--- config.mk ---
export PLATFORM = sky130hd
export DESIGN_NAME = oled_pixel_streamer
export DESIGN_NICKNAME = d
export VERILOG_FILES = /design/src/rtl/oled_pixel_streamer.sv
export SDC_FILE = /design/constraint.sdc
export NUM_CORES = 1
export LEC_CHECK = 0
export BUFFER_PORTS_ARGS = -buffer_cell sky130_fd_sc_hd__buf_2
export CAP_MARGIN = 20
export CELL_PAD_IN_SITES_DETAIL_PLACEMENT = 1
export CELL_PAD_IN_SITES_GLOBAL_PLACEMENT = 2
export CORE_MARGIN = 2
export CORE_UTILIZATION = 34
export DETAILED_ROUTE_END_ITERATION = 7
export PLACE_DENSITY_LB_ADDON = 0.2
export SETUP_SLACK_MARGIN = 0.2
export SLEW_MARGIN = 20
export SYNTH_ARGS = -nofsm -noshare
export SYNTH_HDL_FRONTEND = slang
export SYNTH_SLANG_ARGS = --single-unit
--- constraint.sdc ---
create_clock -name clk -period 2.74 [get_ports clk]
set_clock_uncertainty 0.2 [all_clocks]
set_input_delay 0.822 -clock clk [delete_from_list [all_inputs] [get_ports clk]]
set_output_delay 0.822 -clock clk [all_outputs]
set_load 0.005 [all_outputs]
--- src/rtl/oled_pixel_streamer.sv ---
// -----------------------------------------------------------------------------
// oled_pixel_streamer
//   Walks the WIDTH x HEIGHT OLED raster and presents each (x, y) to a
//   combinational screen renderer. One clock later it captures the renderer's
//   RGB565 word and sends it MSB first over a write-only SPI link in mode 0
//   (SCLK idles low, MOSI changes on the falling edge). One full frame is sent
//   for each frame_start accepted while idle.
//
// Ports
//   clk          system clock, rising edge
//   rst_n        asynchronous active-low reset
//   frame_start  single-cycle request for one frame (ignored unless idle)
//   x, y         registered raster coordinate driven to the renderer
//   pixel_index  registered y*WIDTH+x
//   oled_data    RGB565 colour returned by the renderer for (x, y)
//   spi_cs_n     chip select, held low for the whole frame
//   spi_sclk     serial clock, idles low
//   spi_mosi     serial data
//   spi_dc       data/command select, always 1 (pixel data)
//   frame_busy   high from the accepted frame_start until the end of DONE
//   frame_done   one-cycle pulse after the last bit of the last pixel
// -----------------------------------------------------------------------------
module oled_pixel_streamer #(
  parameter int WIDTH   = 96,
  parameter int HEIGHT  = 64,
  parameter int CLK_DIV = 4
) (
  input  logic        clk,
  input  logic        rst_n,
  input  logic        frame_start,
  output logic [6:0]  x,
  output logic [5:0]  y,
  output logic [12:0] pixel_index,
  input  logic [15:0] oled_data,
  output logic        spi_cs_n,
  output logic        spi_sclk,
  output logic        spi_mosi,
  output logic        spi_dc,
  output logic        frame_busy,
  output logic        frame_done
);

  localparam logic [2:0] S_IDLE  = 3'd0;
  localparam logic [2:0] S_LOAD  = 3'd1;
  localparam logic [2:0] S_SHIFT = 3'd2;
  localparam logic [2:0] S_NEXT  = 3'd3;
  localparam logic [2:0] S_DONE  = 3'd4;

  localparam int              DIV_W    = (CLK_DIV > 1) ? $clog2(CLK_DIV) : 1;
  localparam logic [DIV_W-1:0] DIV_LAST = DIV_W'(CLK_DIV - 1);
  localparam logic [6:0]      X_LAST   = 7'(WIDTH - 1);
  localparam logic [5:0]      Y_LAST   = 6'(HEIGHT - 1);

  logic [2:0]       state_q, state_d;
  logic [6:0]       x_q, x_d;
  logic [5:0]       y_q, y_d;
  logic [12:0]      pix_q, pix_d;
  logic [15:0]      shift_q, shift_d;
  logic [3:0]       bit_q, bit_d;
  logic [DIV_W-1:0] div_q, div_d;
  logic             cs_n_q, cs_n_d;
  logic             sclk_q, sclk_d;
  logic             mosi_q, mosi_d;
  logic             busy_q, busy_d;
  logic             done_q, done_d;
  logic             last_pixel;

  assign last_pixel = (x_q == X_LAST) && (y_q == Y_LAST);

  always_comb begin
    state_d = state_q;
    x_d     = x_q;
    y_d     = y_q;
    pix_d   = pix_q;
    shift_d = shift_q;
    bit_d   = bit_q;
    div_d   = div_q;
    cs_n_d  = cs_n_q;
    sclk_d  = sclk_q;
    mosi_d  = mosi_q;
    busy_d  = busy_q;
    done_d  = 1'b0;

    case (state_q)
      S_IDLE: begin
        cs_n_d = 1'b1;
        if (frame_start) begin
          x_d     = '0;
          y_d     = '0;
          pix_d   = '0;
          cs_n_d  = 1'b0;
          busy_d  = 1'b1;
          state_d = S_LOAD;
        end
      end

      // x/y have been stable for this whole cycle, so the renderer output is
      // valid at its end. MSB goes onto MOSI now so it is settled for a full
      // low phase before the first rising edge.
      S_LOAD: begin
        shift_d = oled_data;
        mosi_d  = oled_data[15];
        bit_d   = 4'd15;
        div_d   = '0;
        sclk_d  = 1'b0;
        state_d = S_SHIFT;
      end

      S_SHIFT: begin
        if (div_q == DIV_LAST) begin
          div_d = '0;
          if (!sclk_q) begin
            sclk_d = 1'b1;
          end else begin
            // falling edge: either advance to the next bit or finish the word
            sclk_d = 1'b0;
            if (bit_q == 4'd0) begin
              state_d = last_pixel ? S_DONE : S_NEXT;
              done_d  = last_pixel;
            end else begin
              bit_d   = bit_q - 4'd1;
              shift_d = {shift_q[14:0], 1'b0};
              mosi_d  = shift_q[14];
            end
          end
        end else begin
          div_d = div_q + 1'b1;
        end
      end

      S_NEXT: begin
        if (x_q == X_LAST) begin
          x_d = '0;
          y_d = y_q + 6'd1;
        end else begin
          x_d = x_q + 7'd1;
        end
        pix_d   = pix_q + 13'd1;
        state_d = S_LOAD;
      end

      S_DONE: begin
        cs_n_d  = 1'b1;
        busy_d  = 1'b0;
        mosi_d  = 1'b0;
        x_d     = '0;
        y_d     = '0;
        pix_d   = '0;
        state_d = S_IDLE;
      end

      default: state_d = S_IDLE;
    endcase
  end

  always_ff @(posedge clk or negedge rst_n) begin
    if (!rst_n) begin
      state_q <= S_IDLE;
      x_q     <= '0;
      y_q     <= '0;
      pix_q   <= '0;
      shift_q <= '0;
      bit_q   <= '0;
      div_q   <= '0;
      cs_n_q  <= 1'b1;
      sclk_q  <= 1'b0;
      mosi_q  <= 1'b0;
      busy_q  <= 1'b0;
      done_q  <= 1'b0;
    end else begin
      state_q <= state_d;
      x_q     <= x_d;
      y_q     <= y_d;
      pix_q   <= pix_d;
      shift_q <= shift_d;
      bit_q   <= bit_d;
      div_q   <= div_d;
      cs_n_q  <= cs_n_d;
      sclk_q  <= sclk_d;
      mosi_q  <= mosi_d;
      busy_q  <= busy_d;
      done_q  <= done_d;
    end
  end

  assign x           = x_q;
  assign y           = y_q;
  assign pixel_index = pix_q;
  assign spi_cs_n    = cs_n_q;
  assign spi_sclk    = sclk_q;
  assign spi_mosi    = mosi_q;
  assign spi_dc      = 1'b1;
  assign frame_busy  = busy_q;
  assign frame_done  = done_q;

endmodule

==> flow_summary.yaml <==
timing:
  setup_repair_after_global_routing_missed_its_margin: "no"
  max_slew.worst_pin.slew_ps: 706
  setup_viol: 0
  totalNegativeSetupSlack_ps: 0
  whs_ps: 290
  layout_worst_path_cycle_share_pct: 86.0
  hold_violations: 0
  relSlewSlack_pct: 52.9
  post-route-min-period_ps: 2360
  max_clk_rate_ghz: 0.424
  layout_setup_ws_ps: 383
  final-max-slew-violation-count: 0
floorplanning:
  start_util_pct: 35.3
  die_width_um: 94.0
  core_um2: 7810
  num_io_pins: 51
  die_y_um: 94.0
  fp-row-count: 32
  die_area_um2: 8840
synthesis:
  synth_top_cell_by_area: "sky130_fd_sc_hd__dfrtp_1"
  synthTopCellsByCount: "54 x sky130_fd_sc_hd__dfrtp_1, 33 x sky130_fd_sc_hd__nor2_1, 31 x sky130_fd_sc_hd__o21ai_0"
  synth.net_count: 323
  netlist_area_um2: 2760
  synth.yosys.seq_area_share_pct: 50.0
  synth_warnings: 0
  asyncSetResetFlopFracSynth_pct: 100
  synth_top_area_share_pct: 49.0
  synth_edf_count: 0
  syn_inst: 298
  synth_cell_types: 50
  syn-mean-instance-area_um2: 9.25
  post-synth-top-count-cell: "sky130_fd_sc_hd__dfrtp_1"
  postSynthRegisterBits: 55
  ys.flop_type: "sky130_fd_sc_hd__dfrtp_1"
  synthTopCellsByArea: "sky130_fd_sc_hd__dfrtp_1 49%, sky130_fd_sc_hd__o21ai_0 5.6%, sky130_fd_sc_hd__nor2_1 4.5%"
drt:
  vias: 2467
  detail_route.drc_violations: 0
  ant_nets: 0
  routed_len_inst_um: 16.2
  drt_pre_antenna_iters: 4
  viasPerCell: 5.51
  detailed_route_wl_um: 7240
  first_iter_violations: 60
critical_path:
  worst_r2r_startpoint: "bit_q[1]"
  worst-endpoint-required_ps: 2710
  slowest_stage: "sky130_fd_sc_hd__or3b_2"
  cp_max_fo: 19
  cell_by_cell_listing_of_the_critical_path: "inv_1, ha_1, or3b_2, and3_1, a211oi_1, a31oi_1"
  setup_crit_path_kind: "flop to flop"
  startpoint_type: "flop"
  crit_path_max_incr_delay_ps: 520
  worst-endpoint-arrival_ps: 2330
  worstSetupEndpointType: "flop"
  worstSetupStartpoint: "bit_q[1]"
global_routing:
  grt_pass1_wl_um: 12200
  grt.overflow.total: 0
  grt_max_degree: 56
  grt_antenna_before_repair: 0
  groute.usage.overall_pct: 17.3
  first_global_vias: 2499
flow_run:
  cap_violations: 0
layout:
  stdcell_count: 448
  final_core_utilization_pct: 41.7
  insertedDiodeCount: 0
  drive_above_1_share_pct: 21.1
  area_growth_pct: 18.0
  n_fill_cell: 938
  final_design_area_no_fill_um2: 3250
  layout.nets: 370
  sequential_cell_area_um2: 1380
  multi_input_comb_area_um2: 1270
pwr:
  max-vdd-ir-drop_uv: 200
  power-per-cell-area_nw_per_um2: 446
  report.power.total_mw: 1.45
  cell_leakage_power_nw: 1.35
clock_network:
  worst_setup_hold_path_clk_slew_ps: 100
  clock_insertion_delay_worst_skew_ps: 310
  tritoncts: "done"
  cts.root.buffer_cell: "sky130_fd_sc_hd__clkbuf_8"
  cts_buffer_depth: 2
  cts.sink_count: 55
  cts-buffers-inserted: 5
  htree_levels: 2
  postCtsSetupBuffers: 0
  cts_repair_resize_count: 0
  hold_buffers: 0
placed_design:
  pre_cts_slack_ps: 409
  global_placer_s_final_weighted_congestion: 0.818
  dp_hpwl_um: 5040
  dpl-instance-area_um2: 3130
  place.port_buffers: 49
  post-place-cells: 440
min_path:
  hold_path_class: "primary input to asynchronous set/reset pin"
outcome:
  outcome: "complete, no violations"
==> placed cells by master, fill, tap and decap left out, types with 2 or more instances in the layout <==
master                     Yosys  final
sky130_fd_sc_hd__dfrtp_1      54     54
sky130_fd_sc_hd__buf_2         0     49
sky130_fd_sc_hd__nor2_1       33     33
sky130_fd_sc_hd__o21ai_0      31     31
sky130_fd_sc_hd__nand2_1      19     19
sky130_fd_sc_hd__nor3_1       16     16
sky130_fd_sc_hd__o22ai_1      15     15
sky130_fd_sc_hd__a21oi_1      14     14
sky130_fd_sc_hd__nand3_1      13     13
sky130_fd_sc_hd__buf_4         2      9
sky130_fd_sc_hd__inv_1         7      7
sky130_fd_sc_hd__nand4_1       6      6
sky130_fd_sc_hd__a31oi_1       6      6
sky130_fd_sc_hd__ha_1          6      6
sky130_fd_sc_hd__clkbuf_8      0      6
sky130_fd_sc_hd__nor2b_1       4      4
sky130_fd_sc_hd__o31ai_1       4      4
sky130_fd_sc_hd__or3_1         4      4
sky130_fd_sc_hd__and3_1        3      3
sky130_fd_sc_hd__and2_1        3      3
sky130_fd_sc_hd__nor4_1        3      3
sky130_fd_sc_hd__a22o_1        3      3
sky130_fd_sc_hd__and4b_1       2      2
sky130_fd_sc_hd__o21a_1        2      2
sky130_fd_sc_hd__o41ai_1       2      2
sky130_fd_sc_hd__xnor2_1       2      2
sky130_fd_sc_hd__a211oi_1      2      2
sky130_fd_sc_hd__a22oi_1       2      2
sky130_fd_sc_hd__a221oi_1      2      2
==> kinds of logic after synthesis <==
| kind of cell | share of synthesized area (%) |
|---|---|
| simple gates | 22.3 |
| compound gates | 19.4 |
| flops | 50.0 |
| buf+inv | 4.09 |
| fa+ha+maj | 2.72 |
| xor+xnor | 0.953 |
| other cells | 0.136 |
| mux | 0.409 |
==> critical path: cells and delay by family (launching register included) <==
kind                     cells  cell delay (ps)
AO/OA/AOI/OAI                2              400
adder cells (fa/ha/maj)      1              140
buffers and inverters        1              100
flip-flops                   1              410
AND/OR/NAND/NOR              2              970
==> registers in the layout, indices dropped and copies added, names as in the netlist, 2 cells and up <==
signal / cells
shift_q: 15
pixel_index: 13
x: 7
y: 6
bit_q: 4
state_q: 3
div_q: 2
==> power by group <==
part	internal (mW)	switching, mW	total (mW)
clock	0.301	0.281	0.583
combinational	0.0191	0.0260	0.0451
sequential	0.819	0.00503	0.824
total	1.14	0.312	1.45
==> per-layer routing <==
metal  wire [um]  global-route usage, %  share of wire, %
met2        3360                   28.0                46
met5           0                      0                 0
met3         210                   3.21               2.9
met1        3640                   24.4                50
met4          36                   3.26              0.50
==> final cells by class <==
class	count	share of cell area, %
Multi-Input combinational cell	217	38.9
Clock inverter	2	1.19
Tap cell	102	3.92
Timing Repair Buffer	59	10.2
Clock buffer	6	2.54
Inverter	7	0.808
Sequential cell	55	42.4
==> final timing paths <==
check / depth (start not counted) / slack (ps) / end
min reg2reg: 2 / 310 / spi_cs_n
min in group clk: 2 / 310 / spi_cs_n
max reg2reg: 6 / 380 / bit_q[2]
min: 2 / 290 / div_q[0]
max in group asynchronous: 2 / 1740 / spi_cs_n
max: 6 / 380 / bit_q[2]
No activity file was read; power rests on OpenSTA's default activity.
